## src/rtl/csa_pkg.sv

```systemverilog
// rtl/csa_pkg.sv - shared state type and sizing helpers for the carry-save resolver
//
// Purpose: types and elaboration helpers imported by csa_resolver.
//   state_t   : resolver FSM encoding (IDLE, ADD, DONE)
//   num_chunk : number of ChunkDw-wide slices in a DataDw word
//   dims_ok   : true when DataDw is a nonzero multiple of ChunkDw
package csa_pkg;

  typedef enum logic [1:0] {
    IDLE = 2'd0,
    ADD  = 2'd1,
    DONE = 2'd2
  } state_t;

  function automatic int num_chunk(input int data_dw, input int chunk_dw);
    // Guard the divide so a bad parameter set reaches the dims_ok check
    // instead of failing inside constant evaluation.
    return (chunk_dw > 0) ? (data_dw / chunk_dw) : 1;
  endfunction

  function automatic bit dims_ok(input int data_dw, input int chunk_dw);
    return (chunk_dw > 0) && (data_dw >= chunk_dw) && ((data_dw % chunk_dw) == 0);
  endfunction

endpackage

```

## src/rtl/csa_chunk_adder.sv

```systemverilog
// rtl/csa_chunk_adder.sv - combinational W-bit adder with carry in and carry out
//
// Ports:
//   a, b  in  W  addends
//   cin   in  1  carry in
//   s     out W  (a + b + cin) mod 2^W
//   cout  out 1  carry out of bit W-1
module csa_chunk_adder #(
  parameter int W = 4
) (
  input  logic [W-1:0] a,
  input  logic [W-1:0] b,
  input  logic         cin,
  output logic [W-1:0] s,
  output logic         cout
);

  assign {cout, s} = {1'b0, a} + {1'b0, b} + {{W{1'b0}}, cin};

endmodule

```

## src/rtl/csa_resolver.sv

```systemverilog
// rtl/csa_resolver.sv - resolves a carry-save pair into one binary word, ChunkDw bits per cycle
//
// Ports:
//   clk_i        in  1       clock
//   rst_ni       in  1       asynchronous active-low reset
//   in_valid_i   in  1       input pair valid
//   in_ready_o   out 1       block can accept an input pair (high in IDLE)
//   sum_i        in  DataDw  carry-save sum word
//   carry_i      in  DataDw  carry-save carry word, already left-shifted
//   out_valid_o  out 1       result valid (high in DONE)
//   out_ready_i  in  1       downstream accepts the result
//   result_o     out DataDw  (sum_i + carry_i) mod 2^DataDw
//   cout_o       out 1       carry out of bit DataDw-1
module csa_resolver #(
  parameter int DataDw  = 16,
  parameter int ChunkDw = 4
) (
  input  logic              clk_i,
  input  logic              rst_ni,
  input  logic              in_valid_i,
  output logic              in_ready_o,
  input  logic [DataDw-1:0] sum_i,
  input  logic [DataDw-1:0] carry_i,
  output logic              out_valid_o,
  input  logic              out_ready_i,
  output logic [DataDw-1:0] result_o,
  output logic              cout_o
);

  import csa_pkg::*;

  localparam int NumChunk = num_chunk(DataDw, ChunkDw);
  localparam int CntW     = (NumChunk > 1) ? $clog2(NumChunk) : 1;
  localparam logic [CntW-1:0] LastCnt = CntW'(NumChunk - 1);

  if (!dims_ok(DataDw, ChunkDw)) begin : g_bad_dims
    $error("csa_resolver: DataDw must be a nonzero multiple of ChunkDw");
  end

  state_t state_q, state_d;

  logic [DataDw-1:0]  sum_q;
  logic [DataDw-1:0]  carry_q;
  logic [DataDw-1:0]  result_q;
  logic               cout_q;
  logic [CntW-1:0]    cnt_q;
  logic               cbit_q;

  logic [31:0]        base;
  logic [ChunkDw-1:0] chunk_a;
  logic [ChunkDw-1:0] chunk_b;
  logic [ChunkDw-1:0] chunk_s;
  logic               chunk_cout;

  // Bit offset of the slice being resolved this cycle.
  assign base    = 32'(cnt_q) * 32'(ChunkDw);
  assign chunk_a = sum_q[base +: ChunkDw];
  assign chunk_b = carry_q[base +: ChunkDw];

  csa_chunk_adder #(
    .W(ChunkDw)
  ) u_chunk_adder (
    .a   (chunk_a),
    .b   (chunk_b),
    .cin (cbit_q),
    .s   (chunk_s),
    .cout(chunk_cout)
  );

  always_ff @(posedge clk_i or negedge rst_ni) begin
    if (!rst_ni) begin
      state_q <= IDLE;
    end else begin
      state_q <= state_d;
    end
  end

  always_comb begin
    state_d     = state_q;
    in_ready_o  = 1'b0;
    out_valid_o = 1'b0;
    case (state_q)
      IDLE: begin
        in_ready_o = 1'b1;
        if (in_valid_i) begin
          state_d = ADD;
        end
      end
      ADD: begin
        if (cnt_q == LastCnt) begin
          state_d = DONE;
        end
      end
      DONE: begin
        out_valid_o = 1'b1;
        if (out_ready_i) begin
          state_d = IDLE;
        end
      end
      default: begin
        state_d = IDLE;
      end
    endcase
  end

  always_ff @(posedge clk_i or negedge rst_ni) begin
    if (!rst_ni) begin
      sum_q    <= '0;
      carry_q  <= '0;
      result_q <= '0;
      cout_q   <= 1'b0;
      cnt_q    <= '0;
      cbit_q   <= 1'b0;
    end else begin
      case (state_q)
        IDLE: begin
          if (in_valid_i) begin
            sum_q    <= sum_i;
            carry_q  <= carry_i;
            result_q <= '0;
            cout_q   <= 1'b0;
            cnt_q    <= '0;
            cbit_q   <= 1'b0;
          end
        end
        ADD: begin
          result_q[base +: ChunkDw] <= chunk_s;
          cbit_q                    <= chunk_cout;
          // The counter parks on the last slice so a single-slice build
          // never needs a value wider than its one bit.
          if (cnt_q == LastCnt) begin
            cout_q <= chunk_cout;
          end else begin
            cnt_q <= cnt_q + 1'b1;
          end
        end
        default: begin
        end
      endcase
    end
  end

  assign result_o = result_q;
  assign cout_o   = cout_q;

endmodule

```

## config.mk

```make
export PLATFORM = sky130hd
export DESIGN_NAME = csa_resolver
export DESIGN_NICKNAME = d
export VERILOG_FILES = /design/src/rtl/csa_pkg.sv /design/src/rtl/csa_chunk_adder.sv /design/src/rtl/csa_resolver.sv
export SDC_FILE = /design/constraint.sdc
export NUM_CORES = 1
export LEC_CHECK = 0
export CORE_ASPECT_RATIO = 1.2
export CORE_MARGIN = 2
export CORE_UTILIZATION = 51
export CTS_CLUSTER_SIZE = 12
export DETAILED_ROUTE_END_ITERATION = 12
export HOLD_SLACK_MARGIN = 0.08
export PLACE_DENSITY = 0.81
export SYNTH_ARGS = -nofsm -noshare
export SYNTH_HDL_FRONTEND = slang
export SYNTH_HIERARCHICAL = 1
export SYNTH_SLANG_ARGS = --single-unit
```

## constraint.sdc

```tcl
create_clock -name clk_i -period 3.62 [get_ports clk_i]
set_clock_uncertainty 0.1 [all_clocks]
set_input_delay 0.362 -clock clk_i [delete_from_list [all_inputs] [get_ports clk_i]]
set_output_delay 0.362 -clock clk_i [all_outputs]
set_load 0.02 [all_outputs]
```

# Yosys cells after proc, flatten, opt, wreduce, memory -nomap -nowiden
# Cells that the tools add are included.
dict set report word_totals {
  output_inout_bits 19
  register_bits 54
  in_bits 36
}
dict set report op_classes {
  n_reduce_logical 7
  shift 4
  eq_ne 7
  muxes 16
  addsub 4
}
# op n
set op_table {}
lappend op_table {{$neg 4->34} 1}
lappend op_table {{$shift 4x34->16 const A} 1}
lappend op_table {{$shiftx 4x34->16} 1}
lappend op_table {{$pmux 16 s2} 1}
lappend op_table {{$shiftx 16x5->4} 2}
lappend op_table {{$bwmux 16} 1}
lappend op_table {{$mux 16} 1}
lappend op_table {{$mux 2} 5}
lappend op_table {{$reduce_and 3->1} 3}
lappend op_table {{$ne 2x2->1 const B} 4}
lappend op_table {{$pmux 2 s3} 1}
lappend op_table {{$add 4x4->5} 1}
lappend op_table {{$add 5x1->5} 1}
lappend op_table {{$eq 2x2->1 const B} 2}
lappend op_table {{$mux 1} 4}
lappend op_table {{$pmux 1 s2} 2}
lappend op_table {{$pmux 2 s2} 1}
lappend op_table {{$reduce_and 2->1} 2}
lappend op_table {{$add 2x1->2 const B} 1}
lappend op_table {{$eq 2x1->1 const B} 1}
lappend op_table {{$logic_not 2->1} 1}
lappend op_table {{$reduce_bool 2->1} 1}

# Depth between registers and ports, before layout
dict set report depth {
  ltp_word 6
  depth_mapped 10
  depth_no_buf 9
}

# Hierarchy
# The synthesis kept the hierarchy.
# mod area_each_um2 n_inst cells_each seq_area_each_um2
set modules_own_cells {}
lappend modules_own_cells {csa_resolver 2539.9 1 162 1351.3}
lappend modules_own_cells {csa_chunk_adder 143.9 1 16 0.0}

# Worst setup path after synthesis
# OpenSTA, ideal clock, no wires.
dict set report synth_path {
  path_type {register to register}
  startpoint {register cnt_q[0]}
  endpoint {register cout_q, in the netlist cout_o}
  arrival_ns 2.521
  path_slack_ns 0.878
  path_stages_with_launch 11
  t_required_ns 3.399
  period_less_slack_ns 2.742
  path_cell_list {dfrtp_1 > buf_4 > mux4_2 > fa_1 > inv_1 > fa_1 > nor2b_1 > o21ai_0 > nand2b_1 > a22o_1 > a22o_1}
}
dict set report synth_between {
  elab_chain_len 5
  word_cells_on_any_way 9
  cone_classes {add/sub: 2; eq/ne: 2; shift: 2; mux: 2; reduce/logical: 1}
}
# element line
set synth_lines {}
lappend synth_lines {{start, declared} csa_resolver.sv:46} ;# logic [CntW-1:0] cnt_q;
lappend synth_lines {{start signal, assigned} csa_resolver.sv:134} ;# cnt_q <= cnt_q + 1'b1;
lappend synth_lines {{$shiftx 16x5->4} csa_resolver.sv:57} ;# assign chunk_a = sum_q[base +: ChunkDw];
lappend synth_lines {{net chunk_a[0]} csa_resolver.sv:50} ;# logic [ChunkDw-1:0] chunk_a;
lappend synth_lines {{$add 4x4->5} csa_chunk_adder.sv:18} ;# assign {cout, s} = {1'b0, a} + {1'b0, b} + {{W{1'b0}}, cin};
lappend synth_lines {{$add 5x1->5} csa_chunk_adder.sv:18}
lappend synth_lines {{net chunk_cout} csa_resolver.sv:53} ;# logic chunk_cout;
lappend synth_lines {{$mux 1} csa_resolver.sv:131} ;# if (cnt_q == LastCnt) begin
lappend synth_lines {{$pmux 1 s2} csa_resolver.sv:115} ;# case (state_q)
lappend synth_lines {{end signal, assigned} csa_resolver.sv:132} ;# cout_q <= chunk_cout;
lappend synth_lines {{end, declared} csa_resolver.sv:45} ;# logic cout_q;
# The timed path passes the listed nets, and every way through them passes these cells. The select of a mux whose other input is x is not followed.
# A chain may end at the register's enable or synchronous reset.

# Worst setup path in the final report
dict set report layout_path {
  startpoint {register cnt_q[1]}
  endpoint {register cout_q, in the netlist cout_o}
}
# The elaborated chain is that of the path after synthesis.

==> flow_summary.toml <==
[floorplanning]
pin_count = 55
fp.dieW_um = 70.2
rows = 28
die_h_um = 83.5
core_region_area_um2 = 5010
die_area_um2 = 5860
start_util_pct = 53.6

[placement]
portBuffers = 54
gp_congestion = 0.787
hpwl_mm = 3.87
post-place-cells = 287

[logic_synthesis]
synth_xor_xnor_area_share_pct = 0.653
synth_top_cell_by_area = "dfrtp_1"
synth-seq-cells = 54
yosys-top-cells-area = "dfrtp_1, mux2_4, mux4_2, a22o_1, ha_1"
synth_top_area_share_pct = 50.3
yosys.area_share.adder_pct = 5.69
seq_area_frac_synth_pct = 50.3
netlist_instances = 178
synth_cell_types = 30
synthSimpleGateAreaFrac_pct = 4.90
synth_nets = 225
syn_avg_cell_area_um2 = 15.1
netlist_area_um2 = 2680
synth_top_family_by_area = "multiplexers"
muxShareOfSynthArea_pct = 24.8
synth_compound_area_share_pct = 9.84
yosysWarnings = 6

[cts]
clkLatencyLatePin_ns = 0.30
cts_hold_buffers = 0
cts_resized = 0
cts_tree = "yes"
clockRootBuffer = "clkbuf_8"
cts_sinks = 54
numCtsBuffers = 5
cts_max_level = 2
path_clk_slew_ns = 0.09
clock_path_buffers = 2
post_cts_buffers = 0

[setup_path]
critPathLaunchType = "register"
crit_required_ns = 3.72
worstSetupPathType = "register to register"
worstPathMaxFanout = 14
end_kind = "register"
worst-endpoint-arrival_ns = 2.81

[sta]
grt_setup_unrepaired = "false"
worst_pin_slew_ns = 1.14
fin_crit_sh_pct = 74.9
drv_slew = 0
maxSlewHeadroom_pct = 24.1
finalHoldViolCount = 0
max_freq_mhz = 369
setup_tns_ns = 0
setup_viol = 0
period_minus_slack_ns = 2.71

[global_route]
grt_pass1_wl_mm = 8.61
grt_antenna_before_repair = 0
grt_usage_pct = 18.7
grt_pass1_vias = 1723
overflow = 0
grt_max_degree = 53

[routing]
drc_errors = 0
finalWirelength_mm = 5.11
wl_per_cell_um = 17.3
drtIter0Drc = 160
ant_nets = 0
routed_via_density = 5.59
dr.pass1.iters = 6
vias = 1650

[final_layout]
antenna_cells = 0
syn_to_final_growth_pct = 24.6
nNetsFinal = 281
fillers = 375
layout-drive-gt1-share_pct = 25.1
final_cells = 295

[flow_run]
cap_violations = 0

[power_and_ir_drop]
peakVddDrop_mv = 0.443
cellPowerDensity_nw_per_um2 = 990
leakage_uw = 0.00149

[outcome]
outcome = "finished, final reports clean"

[worst_hold_path]
hp-class = "primary input to asynchronous set/reset pin"
==> Yosys cell counts, drive strengths merged <==
| master | number |
|---|---|
| dfrtp | 54 |
| mux2 | 33 |
| a22o | 20 |
| ha | 9 |
| inv | 9 |
| mux4 | 8 |
| buf | 7 |
| a21o | 5 |
| nand2 | 5 |
| nor2 | 5 |
| nand2b | 3 |
| a21oi | 2 |
| a32o | 2 |
| fa | 2 |
| nor2b | 2 |
| o21ai | 2 |
| xnor2 | 2 |
| and2 | 1 |
| clkbuf | 1 |
| nand3b | 1 |
| nand4b | 1 |
| nor3 | 1 |
| nor4 | 1 |
| nor4b | 1 |
| o31ai | 1 |
==> where the power goes <==
group	total (uW)	internal (uW)	switching, uW
clock network	345	154	191
registers	1110	880	233
logic	1850	972	880
==> cell type report <==
cell class | instances | area [um^2] | area share [%]
well taps | 60 | 75.1 | 2.24
multi-input cells | 107 | 1230 | 36.8
repair buffers | 57 | 558 | 16.7
flip-flops and latches | 54 | 1350 | 40.4
clock inverters | 2 | 12.5 | 0.374
clock buffers | 6 | 82.6 | 2.47
inverters | 9 | 33.8 | 1.01
==> critical path, stage by stage, from the launching register on <==
cell and delay, ns:
dfrtp_1 0.67, mux4_2 0.40, fa_1 0.45, inv_1 0.08, fa_1 0.20, nor2b_1 0.05, o21ai_0 0.17, nand2b_1 0.10
a22o_1 0.20, a22o_1 0.18
==> state kept, by name (all words and copies together) (netlist names) <==
register and flops:
cbit_q 1, sum_q 16, carry_q 16, cout_o 1
result_o 16, cnt_q 2, state_q 2
==> per-stage QoR <==
stage	setup WS [ns]	power (uW)	hold slack [ns]	util [%]	area (um^2)
floorplan	0.878	2440	-0.0336	-	2680
global placement	1.01	2910	0.380	64.9	3250
detailed placement	0.889	2970	0.387	64.9	3250
CTS	0.892	3330	0.207	66.8	3340
global route	0.766	3530	0.282	66.8	3340
finish	0.909	3310	0.178	66.8	3340
==> logic make-up after synthesis <==
logic type,count (synthesis)
flip-flops,54
multiplexers,41
AO/OA/AOI/OAI,32
AND/OR/NAND/NOR,21
buffers and inverters,17
adder cells (fa/ha/maj),11
XOR/XNOR,2
==> per-layer routing <==
metal / vias up / wire length (um) / global-route usage [%]
li1: 765 / - / -
met1: 822 / 2130 / 24.1
met2: 56 / 2680 / 32.2
met3: 7 / 216 / 3.86
met4: 0 / 74 / 4.37
met5: - / 0 / 0
==> placed cells by master (no fill, tap or decap) <==
| cell type | n |
|---|---|
| dfrtp_1 | 54 |
| clkdlybuf4s50_1 | 53 |
| mux2_4 | 30 |
| a22o_1 | 20 |
| inv_1 | 9 |
| ha_1 | 9 |
| mux4_2 | 8 |
| clkbuf_8 | 6 |
| nand2_1 | 5 |
| a21o_1 | 5 |
| nor2_1 | 4 |
| nand2b_1 | 3 |
| mux2_2 | 3 |
| buf_4 | 3 |
| o21ai_0 | 2 |
| nor2b_1 | 2 |
| a32o_1 | 2 |
| xnor2_1 | 2 |
| fa_1 | 2 |
| nor2_2 | 1 |
| nor4_2 | 1 |
| a21oi_1 | 1 |
| and2_2 | 1 |
| nor4b_2 | 1 |
| nand3b_1 | 1 |
| nor3_2 | 1 |
| nand4b_1 | 1 |
| o31ai_1 | 1 |
| clkinvlp_4 | 1 |
| clkinv_2 | 1 |
| buf_2 | 1 |
| a21oi_2 | 1 |
==> worst paths after layout <==
path / to / slack (ns) / depth (start not counted) / from
max: cout_o / 0.91 / 9 / cnt_q[1]
min: result_o[15] / 0.18 / 1 / rst_ni
max reg2reg: cout_o / 0.91 / 9 / cnt_q[1]
min reg2reg: result_o[13] / 0.41 / 1 / result_o[13]
max in group asynchronous: result_o[1] / 2.55 / 1 / rst_ni
min in group clk_i: result_o[13] / 0.41 / 1 / result_o[13]
Power figures use the tool's default switching activity.
